**config.mk**
```make
export PLATFORM = sky130hd
export DESIGN_NAME = link_scheduler_flat
export DESIGN_NICKNAME = d
export VERILOG_FILES = /design/src/rtl/link_pkg.sv /design/src/rtl/link_scheduler_if.sv /design/src/rtl/state_timer.sv /design/src/rtl/link_scheduler.sv /design/src/flat_wrapper.sv
export SDC_FILE = /design/constraint.sdc
export NUM_CORES = 1
export LEC_CHECK = 0
export BUFFER_PORTS_ARGS = -buffer_cell sky130_fd_sc_hd__buf_2
export CAP_MARGIN = 5
export CORE_MARGIN = 8
export CORE_UTILIZATION = 53
export CTS_CLUSTER_SIZE = 24
export DETAILED_ROUTE_END_ITERATION = 6
export GPL_TIMING_DRIVEN = 0
export PLACE_DENSITY = 0.75
export SETUP_SLACK_MARGIN = 0.2
export SYNTH_ARGS = -nofsm -noshare
export SYNTH_HDL_FRONTEND = slang
export SYNTH_SLANG_ARGS = --single-unit
```
**constraint.sdc**
```tcl
create_clock -name clk -period 2.75 [get_ports clk]
set_clock_uncertainty 0.2 [all_clocks]
set_input_delay 0 -clock clk [delete_from_list [all_inputs] [get_ports clk]]
set_output_delay 0 -clock clk [all_outputs]
set_load 0.02 [all_outputs]
```
**src/rtl/link_pkg.sv**
```systemverilog
// Shared state encoding and fail-code constants for the reader-link scheduler.
package link_pkg;

    typedef enum logic [2:0] {
        StIdle,
        StTx,
        StBlank,
        StListen,
        StRecv,
        StGap
    } state_e;

    localparam logic [1:0] FAIL_NONE    = 2'b00;
    localparam logic [1:0] FAIL_NOREPLY = 2'b01;
    localparam logic [1:0] FAIL_FRAME   = 2'b10;
    localparam logic [1:0] FAIL_CRC     = 2'b11;

endpackage

```
**src/rtl/link_scheduler_if.sv**
```systemverilog
// Handshake bundle between the exchange scheduler and the TX/RX link paths.
interface link_scheduler_if;

    logic       cmd_req;
    logic       abort;
    logic       tx_done;
    logic       rx_sof;
    logic       rx_eof;
    logic       crc_ok;
    logic       tx_start;
    logic       rx_en;
    logic       rx_clr;
    logic       reply_ok;
    logic       reply_fail;
    logic [1:0] fail_code;
    logic [1:0] attempt;
    logic       busy;

    modport master (
        input  cmd_req, abort, tx_done, rx_sof, rx_eof, crc_ok,
        output tx_start, rx_en, rx_clr, reply_ok, reply_fail, fail_code, attempt, busy
    );

    modport slave (
        output cmd_req, abort, tx_done, rx_sof, rx_eof, crc_ok,
        input  tx_start, rx_en, rx_clr, reply_ok, reply_fail, fail_code, attempt, busy
    );

endinterface

```
**src/rtl/state_timer.sv**
```systemverilog
// Shared state timer: restarts at 0 on every state entry and flags a programmable count.
module state_timer #(
    parameter int unsigned CNT_W = 16
) (
    input  logic             clk,
    input  logic             rst,
    input  logic             clr_i,
    input  logic [CNT_W-1:0] cmp_i,
    output logic             hit_o
);

    logic [CNT_W-1:0] count_q, count_d;

    always_comb begin
        count_d = clr_i ? '0 : count_q + CNT_W'(1);
    end

    always_ff @(posedge clk or posedge rst) begin
        if (rst) begin
            count_q <= '0;
        end else begin
            count_q <= count_d;
        end
    end

    assign hit_o = (count_q == cmp_i);

endmodule

```
**src/rtl/link_scheduler.sv**
```systemverilog
// Sequences one command/reply exchange: TX launch, RX blanking, bounded listen and receive,
// CRC judgement, post-exchange gap and bounded retries.
module link_scheduler
    import link_pkg::*;
#(
    parameter int unsigned T1_MIN  = 20,
    parameter int unsigned T1_MAX  = 200,
    parameter int unsigned RX_MAX  = 4000,
    parameter int unsigned T2_MIN  = 40,
    parameter int unsigned RETRIES = 2,
    parameter int unsigned CNT_W   = 16
) (
    input logic              clk,
    input logic              rst,
    link_scheduler_if.master lnk
);

    localparam logic [CNT_W-1:0] T1_MIN_CMP = CNT_W'(T1_MIN - 1);
    localparam logic [CNT_W-1:0] T1_MAX_CMP = CNT_W'(T1_MAX - 1);
    localparam logic [CNT_W-1:0] RX_MAX_CMP = CNT_W'(RX_MAX - 1);
    localparam logic [CNT_W-1:0] T2_MIN_CMP = CNT_W'(T2_MIN - 1);

    if (T1_MIN < 1) begin : gen_chk_t1_min
        $error("T1_MIN must be at least 1");
    end
    if (T2_MIN < 1) begin : gen_chk_t2_min
        $error("T2_MIN must be at least 1");
    end
    if (T1_MAX < 1) begin : gen_chk_t1_max
        $error("T1_MAX must be at least 1");
    end
    if (CNT_W < 32 && RX_MAX >= (32'd1 << CNT_W)) begin : gen_chk_rx_max
        $error("RX_MAX does not fit in CNT_W bits");
    end
    if (RETRIES > 3) begin : gen_chk_retries
        $error("RETRIES must fit the 2-bit attempt counter");
    end

    state_e           state_q, state_d;
    logic [1:0]       attempt_q, attempt_d;
    logic [1:0]       fail_code_q, fail_code_d;
    logic             retry_q, retry_d;
    logic             tx_start_q, tx_start_d;
    logic             rx_en_q, rx_en_d;
    logic             rx_clr_q, rx_clr_d;
    logic             reply_ok_q, reply_ok_d;
    logic             reply_fail_q, reply_fail_d;
    logic             busy_q, busy_d;
    logic             fail_now;
    logic [1:0]       fail_kind;
    logic             timer_hit;
    logic [CNT_W-1:0] timer_cmp;

    always_comb begin
        unique case (state_q)
            StBlank:  timer_cmp = T1_MIN_CMP;
            StListen: timer_cmp = T1_MAX_CMP;
            StRecv:   timer_cmp = RX_MAX_CMP;
            StGap:    timer_cmp = T2_MIN_CMP;
            default:  timer_cmp = '1;
        endcase
    end

    state_timer #(
        .CNT_W (CNT_W)
    ) u_timer (
        .clk   (clk),
        .rst   (rst),
        .clr_i (state_d != state_q),
        .cmp_i (timer_cmp),
        .hit_o (timer_hit)
    );

    always_comb begin
        state_d      = state_q;
        attempt_d    = attempt_q;
        fail_code_d  = fail_code_q;
        retry_d      = retry_q;
        tx_start_d   = 1'b0;
        rx_clr_d     = 1'b0;
        reply_ok_d   = 1'b0;
        reply_fail_d = 1'b0;
        fail_now     = 1'b0;
        fail_kind    = FAIL_NONE;

        unique case (state_q)
            StIdle: begin
                attempt_d   = 2'd0;
                fail_code_d = FAIL_NONE;
                retry_d     = 1'b0;
                if (lnk.cmd_req) begin
                    state_d    = StTx;
                    tx_start_d = 1'b1;
                end
            end
            StTx: begin
                if (lnk.tx_done) state_d = StBlank;
            end
            StBlank: begin
                if (timer_hit) begin
                    state_d  = StListen;
                    rx_clr_d = 1'b1;
                end
            end
            StListen: begin
                // A preamble on the timeout cycle still counts as a reply.
                if (lnk.rx_sof) begin
                    state_d = StRecv;
                end else if (timer_hit) begin
                    fail_now  = 1'b1;
                    fail_kind = FAIL_NOREPLY;
                end
            end
            StRecv: begin
                if (lnk.rx_eof) begin
                    if (lnk.crc_ok) begin
                        state_d    = StGap;
                        reply_ok_d = 1'b1;
                    end else begin
                        fail_now  = 1'b1;
                        fail_kind = FAIL_CRC;
                    end
                end else if (timer_hit) begin
                    fail_now  = 1'b1;
                    fail_kind = FAIL_FRAME;
                end
            end
            StGap: begin
                if (timer_hit) begin
                    if (retry_q) begin
                        state_d    = StTx;
                        attempt_d  = attempt_q + 2'd1;
                        retry_d    = 1'b0;
                        tx_start_d = 1'b1;
                    end else begin
                        state_d = StIdle;
                    end
                end
            end
            default: state_d = StIdle;
        endcase

        if (fail_now) begin
            state_d     = StGap;
            fail_code_d = fail_kind;
            if ({30'd0, attempt_q} < RETRIES) begin
                retry_d = 1'b1;
            end else begin
                reply_fail_d = 1'b1;
            end
        end

        // Abort overrides everything but leaves attempt/fail_code for IDLE to clear.
        if (lnk.abort) begin
            state_d      = StIdle;
            attempt_d    = attempt_q;
            fail_code_d  = fail_code_q;
            retry_d      = 1'b0;
            tx_start_d   = 1'b0;
            rx_clr_d     = 1'b0;
            reply_ok_d   = 1'b0;
            reply_fail_d = 1'b0;
        end

        rx_en_d = (state_d == StListen) || (state_d == StRecv);
        busy_d  = (state_d != StIdle);
    end

    always_ff @(posedge clk or posedge rst) begin
        if (rst) begin
            state_q      <= StIdle;
            attempt_q    <= 2'd0;
            fail_code_q  <= FAIL_NONE;
            retry_q      <= 1'b0;
            tx_start_q   <= 1'b0;
            rx_en_q      <= 1'b0;
            rx_clr_q     <= 1'b0;
            reply_ok_q   <= 1'b0;
            reply_fail_q <= 1'b0;
            busy_q       <= 1'b0;
        end else begin
            state_q      <= state_d;
            attempt_q    <= attempt_d;
            fail_code_q  <= fail_code_d;
            retry_q      <= retry_d;
            tx_start_q   <= tx_start_d;
            rx_en_q      <= rx_en_d;
            rx_clr_q     <= rx_clr_d;
            reply_ok_q   <= reply_ok_d;
            reply_fail_q <= reply_fail_d;
            busy_q       <= busy_d;
        end
    end

    assign lnk.tx_start   = tx_start_q;
    assign lnk.rx_en      = rx_en_q;
    assign lnk.rx_clr     = rx_clr_q;
    assign lnk.reply_ok   = reply_ok_q;
    assign lnk.reply_fail = reply_fail_q;
    assign lnk.fail_code  = fail_code_q;
    assign lnk.attempt    = attempt_q;
    assign lnk.busy       = busy_q;

endmodule

```
**src/flat_wrapper.sv**
```systemverilog
// flat-port wrapper written by rule: the top's interface ports become plain ports
module link_scheduler_flat import link_pkg::*;
#(
    parameter int unsigned T1_MIN  = 20,
    parameter int unsigned T1_MAX  = 200,
    parameter int unsigned RX_MAX  = 4000,
    parameter int unsigned T2_MIN  = 40,
    parameter int unsigned RETRIES = 2,
    parameter int unsigned CNT_W   = 16
)
  (clk, rst, lnk_cmd_req, lnk_abort, lnk_tx_done, lnk_rx_sof, lnk_rx_eof, lnk_crc_ok, lnk_tx_start, lnk_rx_en, lnk_rx_clr, lnk_reply_ok, lnk_reply_fail, lnk_fail_code, lnk_attempt, lnk_busy);
  link_scheduler_if lnk_i ();
  input logic clk;
  input logic rst;
  input wire logic [$bits(lnk_i.cmd_req)-1:0] lnk_cmd_req;
  input wire logic [$bits(lnk_i.abort)-1:0] lnk_abort;
  input wire logic [$bits(lnk_i.tx_done)-1:0] lnk_tx_done;
  input wire logic [$bits(lnk_i.rx_sof)-1:0] lnk_rx_sof;
  input wire logic [$bits(lnk_i.rx_eof)-1:0] lnk_rx_eof;
  input wire logic [$bits(lnk_i.crc_ok)-1:0] lnk_crc_ok;
  output wire logic [$bits(lnk_i.tx_start)-1:0] lnk_tx_start;
  output wire logic [$bits(lnk_i.rx_en)-1:0] lnk_rx_en;
  output wire logic [$bits(lnk_i.rx_clr)-1:0] lnk_rx_clr;
  output wire logic [$bits(lnk_i.reply_ok)-1:0] lnk_reply_ok;
  output wire logic [$bits(lnk_i.reply_fail)-1:0] lnk_reply_fail;
  output wire logic [$bits(lnk_i.fail_code)-1:0] lnk_fail_code;
  output wire logic [$bits(lnk_i.attempt)-1:0] lnk_attempt;
  output wire logic [$bits(lnk_i.busy)-1:0] lnk_busy;
  assign lnk_i.cmd_req = lnk_cmd_req;
  assign lnk_i.abort = lnk_abort;
  assign lnk_i.tx_done = lnk_tx_done;
  assign lnk_i.rx_sof = lnk_rx_sof;
  assign lnk_i.rx_eof = lnk_rx_eof;
  assign lnk_i.crc_ok = lnk_crc_ok;
  assign lnk_tx_start = lnk_i.tx_start;
  assign lnk_rx_en = lnk_i.rx_en;
  assign lnk_rx_clr = lnk_i.rx_clr;
  assign lnk_reply_ok = lnk_i.reply_ok;
  assign lnk_reply_fail = lnk_i.reply_fail;
  assign lnk_fail_code = lnk_i.fail_code;
  assign lnk_attempt = lnk_i.attempt;
  assign lnk_busy = lnk_i.busy;
  link_scheduler #(.T1_MIN(T1_MIN), .T1_MAX(T1_MAX), .RX_MAX(RX_MAX), .T2_MIN(T2_MIN), .RETRIES(RETRIES), .CNT_W(CNT_W)) u_core (.clk(clk), .rst(rst), .lnk(lnk_i));
endmodule
```
Word-level counts from Yosys, hierarchy flattened

Index checks and enable logic that the tools add are counted.
Widths: inputs -> output; s select.

Memories kept: 0
RAM bits: 0
Latch bits: 0
Word-level logic and storage cells: 81
Flip-flop bits (word level): 30
Bits of input ports: 8
ROM bits: 0

Reductions and logical operators: 7
$lt $le $gt $ge: 1
Equal/unequal tests: 11
Divide/modulo/power cells: 0
Mux-type cells: 48
Multiply operators: 0
Shifts and indexed selects: 0
Add/sub/neg operators: 2
Bitwise operators: 1

Operator list:

| kind                  | count |
|---|---|
| $pmux 16 s4           | 1 |
| $mux 3                | 9 |
| $mux 1                | 23 |
| $pmux 3 s6            | 1 |
| $add 16x1->16 const B | 1 |
| $eq 16x16->1          | 1 |
| $mux 16               | 1 |
| $mux 2                | 8 |
| $eq 3x2->1 const B    | 3 |
| $eq 3x3->1 const B    | 3 |
| $pmux 2 s2            | 2 |
| $pmux 1 s2            | 3 |
| $ne 2x1->1 const B    | 2 |
| $reduce_and 4->1      | 1 |
| $reduce_bool 2->1     | 2 |
| $eq 3x1->1 const B    | 1 |
| $logic_not 3->1       | 1 |
| $ne 3x3->1            | 1 |
| $reduce_bool 3->1     | 1 |
| $add 2x1->2 const B   | 1 |
| $lt 2x2->1 const B    | 1 |
| $reduce_and 2->1      | 1 |
| $logic_or 1x1->1      | 1 |
| $not 1->1             | 1 |

Depth between registers and ports, before layout

Word-level depth: 10
Mapped depth: 10
Gate-level depth less buffers: 7

Hierarchy

From an unflattened synthesis, not the netlist that was laid out.

Cell total of the unflattened synthesis: 215
Area total of the unflattened synthesis: 2001.9 um^2

Modules (own cells, without submodules):

| module         | area an instance (um^2) | cells each | times used | seq. area each (um^2) |
|---|---|---|---|---|
| state_timer    | 1004.7                  | 104        | 1          | 400.4 |
| link_scheduler | 997.2                   | 111        | 1          | 350.3 |

Worst setup path after synthesis

OpenSTA, ideal clock, no wires.

Kind: register to register
From: register u_core.state_q[1]
To: register u_core.u_timer.count_q[10]
Slack: 0.124 ns
Cell stages (with the launch flop): 9
Setup time: 0.116 ns
Arrival: 2.310 ns
Cell sequence: dfrtp_1 nor2b_1 or4_1 a21boi_2 o21ai_1 o31a_1 a311oi_4 buf_6 nor2_1

Word-level cells in the longest chain between the ends: 10
Elaborated cells between the ends (all ways): 24
Those cells by class: 7 x eq/ne; 16 x mux; 1 x reduce/logical

Ends and longest elaborated chain:

| what                                     | line                                         | text |
|---|---|---|
| start, declared                          | link_scheduler.sv:39                         | `state_e state_q, state_d;` |
| start signal, assigned                   | link_scheduler.sv:171                        | `state_q <= StIdle;` |
| start signal, assigned                   | link_scheduler.sv:182                        | `state_q <= state_d;` |
| $eq 3x3->1 or $eq 3x2->1 (tied branches) | link_scheduler.sv:55, link_scheduler.sv:86   |  |
| $pmux 16 s4                              | link_scheduler.sv:55                         | `unique case (state_q)` |
| $eq 16x16->1                             | state_timer.sv:26                            | `assign hit_o = (count_q == cmp_i);` |
| $mux 1                                   | link_scheduler.sv:109, link_scheduler.sv:123 |  |
| $mux 1 (on tied branches)                | link_scheduler.sv:115, link_scheduler.sv:107 |  |
| $pmux 1 s2                               | link_scheduler.sv:86                         | `unique case (state_q)` |
| $mux 3                                   | link_scheduler.sv:143                        | `if (fail_now) begin` |
| $mux 3                                   | link_scheduler.sv:154                        | `if (lnk.abort) begin` |
| $ne 3x3->1 (*)                           | link_scheduler.sv:69                         | `.clr_i (state_d != state_q),` |
| $mux 16 (*)                              | state_timer.sv:15                            | `count_d = clr_i ? '0 : count_q + CNT_W'(1);` |
| via u_core.u_timer.count_d[10]           | state_timer.sv:12                            | `logic [CNT_W-1:0] count_q, count_d;` |
| end signal, assigned                     | state_timer.sv:22                            | `count_q <= count_d;` |
| end, declared                            | state_timer.sv:12                            |  |

Mark *: on every way through the listed nets, which the timed path passes. The rest lies on a longest branch.
A chain may end at the register's enable or synchronous reset.

Worst setup path after layout

From: register u_core.state_q[1]
To: register u_core.u_timer.count_q[0]

Same word-level chain as after synthesis.

==> summary.txt <==
Clock tree
  • Number of H-tree branching levels: 2
  • Clock root buffer: clkbuf_8
  • Later-pin clock latency in the skew report: ~0.28 ns
  • Max Buffers Root-to-Sink: 2
  • Num CTS Buffers: 5
  • Clock transition time at the flip-flop clock pins of the worst setup and hold paths: approximately 0.060 ns
  • Clock tree from TritonCTS: built
  • Sink count of the clock tree: 30

Logic synthesis
  • Post-synth design cell area: 2010 µm²
  • Total number of yosys warnings: 0
  • Most frequent cells after synthesis: 36 x nand2_1, 35 x nor2_1, 30 x dfrtp_1, 17 x nand3_1, 13 x clkbuf_1
  • Cell taking the most area after synthesis: dfrtp_1
  • Async S/R FF share, synth: 100%
  • Synth area leaders: dfrtp_1 37%, nand2_1 6.7%, nor2_1 6.5%
  • Number of standard cells after synthesis: around 250
  • Number of flops mapped to enable cells by yosys: 0
  • Count leader, synth: nand2_1
  • Leading register cell type out of synthesis: dfrtp_1
  • Number of flip-flops and latches in the synthesized netlist: 30
  • Yosys top cell area share: a little under two fifths
  • Mean instance size in the synthesized netlist: 8.00 µm²
  • Sequential share of the synthesized area: between 30 and 40%
  • Synth Net Count: 260
  • Number of different library cells in the post-synthesis netlist: between 40 and 50

Timing
  • Count of final setup violators: 0
  • Period minus WS final: about 2.6 ns
  • Final slew viol count: 0
  • RSZ-0062 raised after global routing: true
  • Max-slew headroom: between 60% and 70%
  • Period Utilization, post-route: between 90% and 100%
  • Minimum setup slack in the final design: 0.101 ns
  • Hold violation total from the final report: 0
  • Total Negative Setup Slacks: 0 ns
  • Measured slew at the worst slew-check pin: between 0.4 and 0.5 ns
  • Highest achievable clock rate: 377 MHz

Setup path
  • Depth of the worst register-to-register path: 9
  • Critical Path Start Type: register
  • Setup slack on the worst flop-to-flop path: a little over 0.1 ns
  • Top fanout value on the critical path: 4
  • Endpoint of the lowest-slack register-to-register path: u_core.u_timer.count_q[0]
  • Arrival time at the worst endpoint: 2.61 ns
  • Source of the worst register-to-register timing path: u_core.state_q[1]
  • Type of the setup path with the least slack: reg2reg
  • Critical path data required time: 2.71 ns
  • CP endpoint kind: register

Detailed routing
  • Number of DRC violations after detailed routing: 0
  • Ratio of routed vias to standard cells: 5.79
  • Detailed-route wire length per cell: 16.3 µm
  • Detailed-router iteration count before antenna repair: 5
  • Via count: about 2000
  • Starting DRT DRC Count: 306
  • Antenna-violating nets left: 0
  • Final wirelength: between 5000 and 6000 µm

Floorplan
  • Die H: 77.5 µm
  • Die X: 77.5 µm
  • Number of core rows: 22
  • Die ar.: 6010 µm²
  • Initial core utilization: 54.8%
  • IO Pins: 18
  • Total core area: approximately 3700 µm²

Global route
  • First-pass GRT wire length: between 9000 and 10000 µm
  • GR Overflow Total: 0
  • Number of antenna violations at the first check in global routing: 0
  • GRT Resource Usage Total: 19.4%
  • Number of global-route vias before repair: 1900
  • Maximum number of pins on one net before global-route repair: 31

Pwr
  • Tot Pwr: 1670 µW
  • Pwr Density: roughly 660 nW/µm²
  • Largest vdd supply drop: ~0.4 mV
  • Leakage power: between 0.001 and 0.0015 µW

Finish
  • Area growth syn-to-layout: 25.7%
  • Area of the multi-input gates: between 1000 and 1500 µm²
  • Final-stage net count: between 300 and 400
  • Number of antenna repair diodes: 0
  • Final Util: slightly below 70%
  • Proportion of layout cells with a drive suffix above 1: about a quarter
  • Sequential standard cell area: 752 µm²
  • Total of fill cells in the finished design: just under 300

Placed design
  • Detailed placement HPWL: approximately 3600 µm
  • Port Buf Inserts: 17
  • Pre-CTS WS: -0.288 ns
  • Weighted congestion at the end of routability-driven global placement: 0.950

Hold path
  • Hold Path End: u_core.lnk.fail_code[1]
  • Number of stages on the worst hold path: 4
  • Launch instance of the worst min-delay path: lnk_rx_sof
  • Min-Delay Path Class: in2reg

Job
  • Max-Cap Viols: 0

Status
  • Run status: complete, no violations
==> layout make-up <==
class                   count  share of cell area [%]
well taps                  48                    2.38
clock buffers               7                    3.02
flip-flops and latches     30                    29.8
repair buffers             36                    10.5
plain buffers              16                    3.12
inverters                   4                   0.595
multi-input cells         201                    50.6
==> flip-flops by register name, summed over array words and instances (netlist names) <==
register	flops
u_core.lnk.reply_ok	1
u_core.lnk.tx_start	1
u_core.lnk.fail_code	2
u_core.lnk.rx_clr	1
u_core.lnk.attempt	2
u_core.lnk.reply_fail	1
u_core.retry_q	1
u_core.lnk.busy	1
u_core.state_q	3
u_core.lnk.rx_en	1
u_core.u_timer.count_q	16
==> per-stage QoR <==
step | area, µm² | hold WS, ns | cells
after floorplan | 2040 | -0.109 | 251
after global placement | 2180 | 0.0662 | 316
after detailed placement | 2180 | 0.0706 | 316
after CTS | 2460 | 0.00887 | 339
after global routing | 2520 | 0.0300 | 342
final | 2520 | 0.0258 | 342
==> worst max-delay path by stage <==
stage / start / to / slack [ns] / cells after the start
floorplan: u_core.state_q[2] / u_core.u_timer.count_q[10] / 0.20 / 8
global placement: u_core.state_q[0] / u_core.u_timer.count_q[4] / -0.25 / 9
detailed placement: u_core.state_q[0] / u_core.u_timer.count_q[7] / -0.29 / 9
CTS: u_core.state_q[1] / u_core.u_timer.count_q[0] / 0.17 / 9
global route: u_core.state_q[1] / u_core.u_timer.count_q[13] / 0.02 / 9
finish: u_core.state_q[1] / u_core.u_timer.count_q[0] / 0.10 / 9
==> kinds of logic (layout without fill, tap and decap cells) <==
logic type | Yosys count | count (layout) | share of synthesized area [%]
adder cells (fa/ha/maj) | 1 | 1 | 0.623
multiplexers | 3 | 3 | 1.62
AND/OR/NAND/NOR | 132 | 132 | 31.7
flip-flops | 30 | 30 | 37.4
buffers and inverters | 20 | 63 | 4.18
AO/OA/AOI/OAI | 50 | 50 | 17.9
XOR/XNOR | 15 | 15 | 6.55
==> cell usage in the layout (no fill, tap or decap), types with 6 or more instances in the layout <==
cell type,synthesis,final
nand2_1,36,36
nand3_1,17,17
nor2_1,35,33
o21ai_0,10,10
clkbuf_1,13,10
buf_4,0,13
nand2b_1,6,6
buf_2,1,19
xnor2_1,12,12
a21oi_1,10,8
dfrtp_1,30,29
nor3_1,8,8
==> layer usage <==
layer | share of wire [%] | vias to the layer above | track usage (%)
li1 | - | 961 | -
met3 | 7.4 | 10 | 3.80
met1 | 44 | 918 | 26.8
met2 | 47 | 90 | 29.4
met4 | 1.7 | 0 | 6.98
met5 | 0 | - | 0
==> worst max-delay path, stage by stage (launching register included) <==
cell      delay [ns]
dfrtp_2         0.41
buf_6           0.12
nor2b_4         0.04
or4_4           0.52
a21boi_4        0.19
o21ai_2         0.08
o31a_1          0.36
a311oi_4        0.37
buf_4           0.21
nor3b_2         0.04
==> what timing repair did <==
action                                 4_1_cts  5_1_grt
pin swaps                                    6        5
buffers inserted                            11        2
endpoints found under the hold margin       33        0
setup endpoints to repair                   19       22
resized for setup                           19        9
hold buffers                                 5        0
==> power breakdown <==
part	internal, µW	switching, µW	leakage, µW
clock network	174	151	0.0000383
logic	311	473	0.000666
registers	505	58.2	0.000408
(Power assumes the default switching activity.)
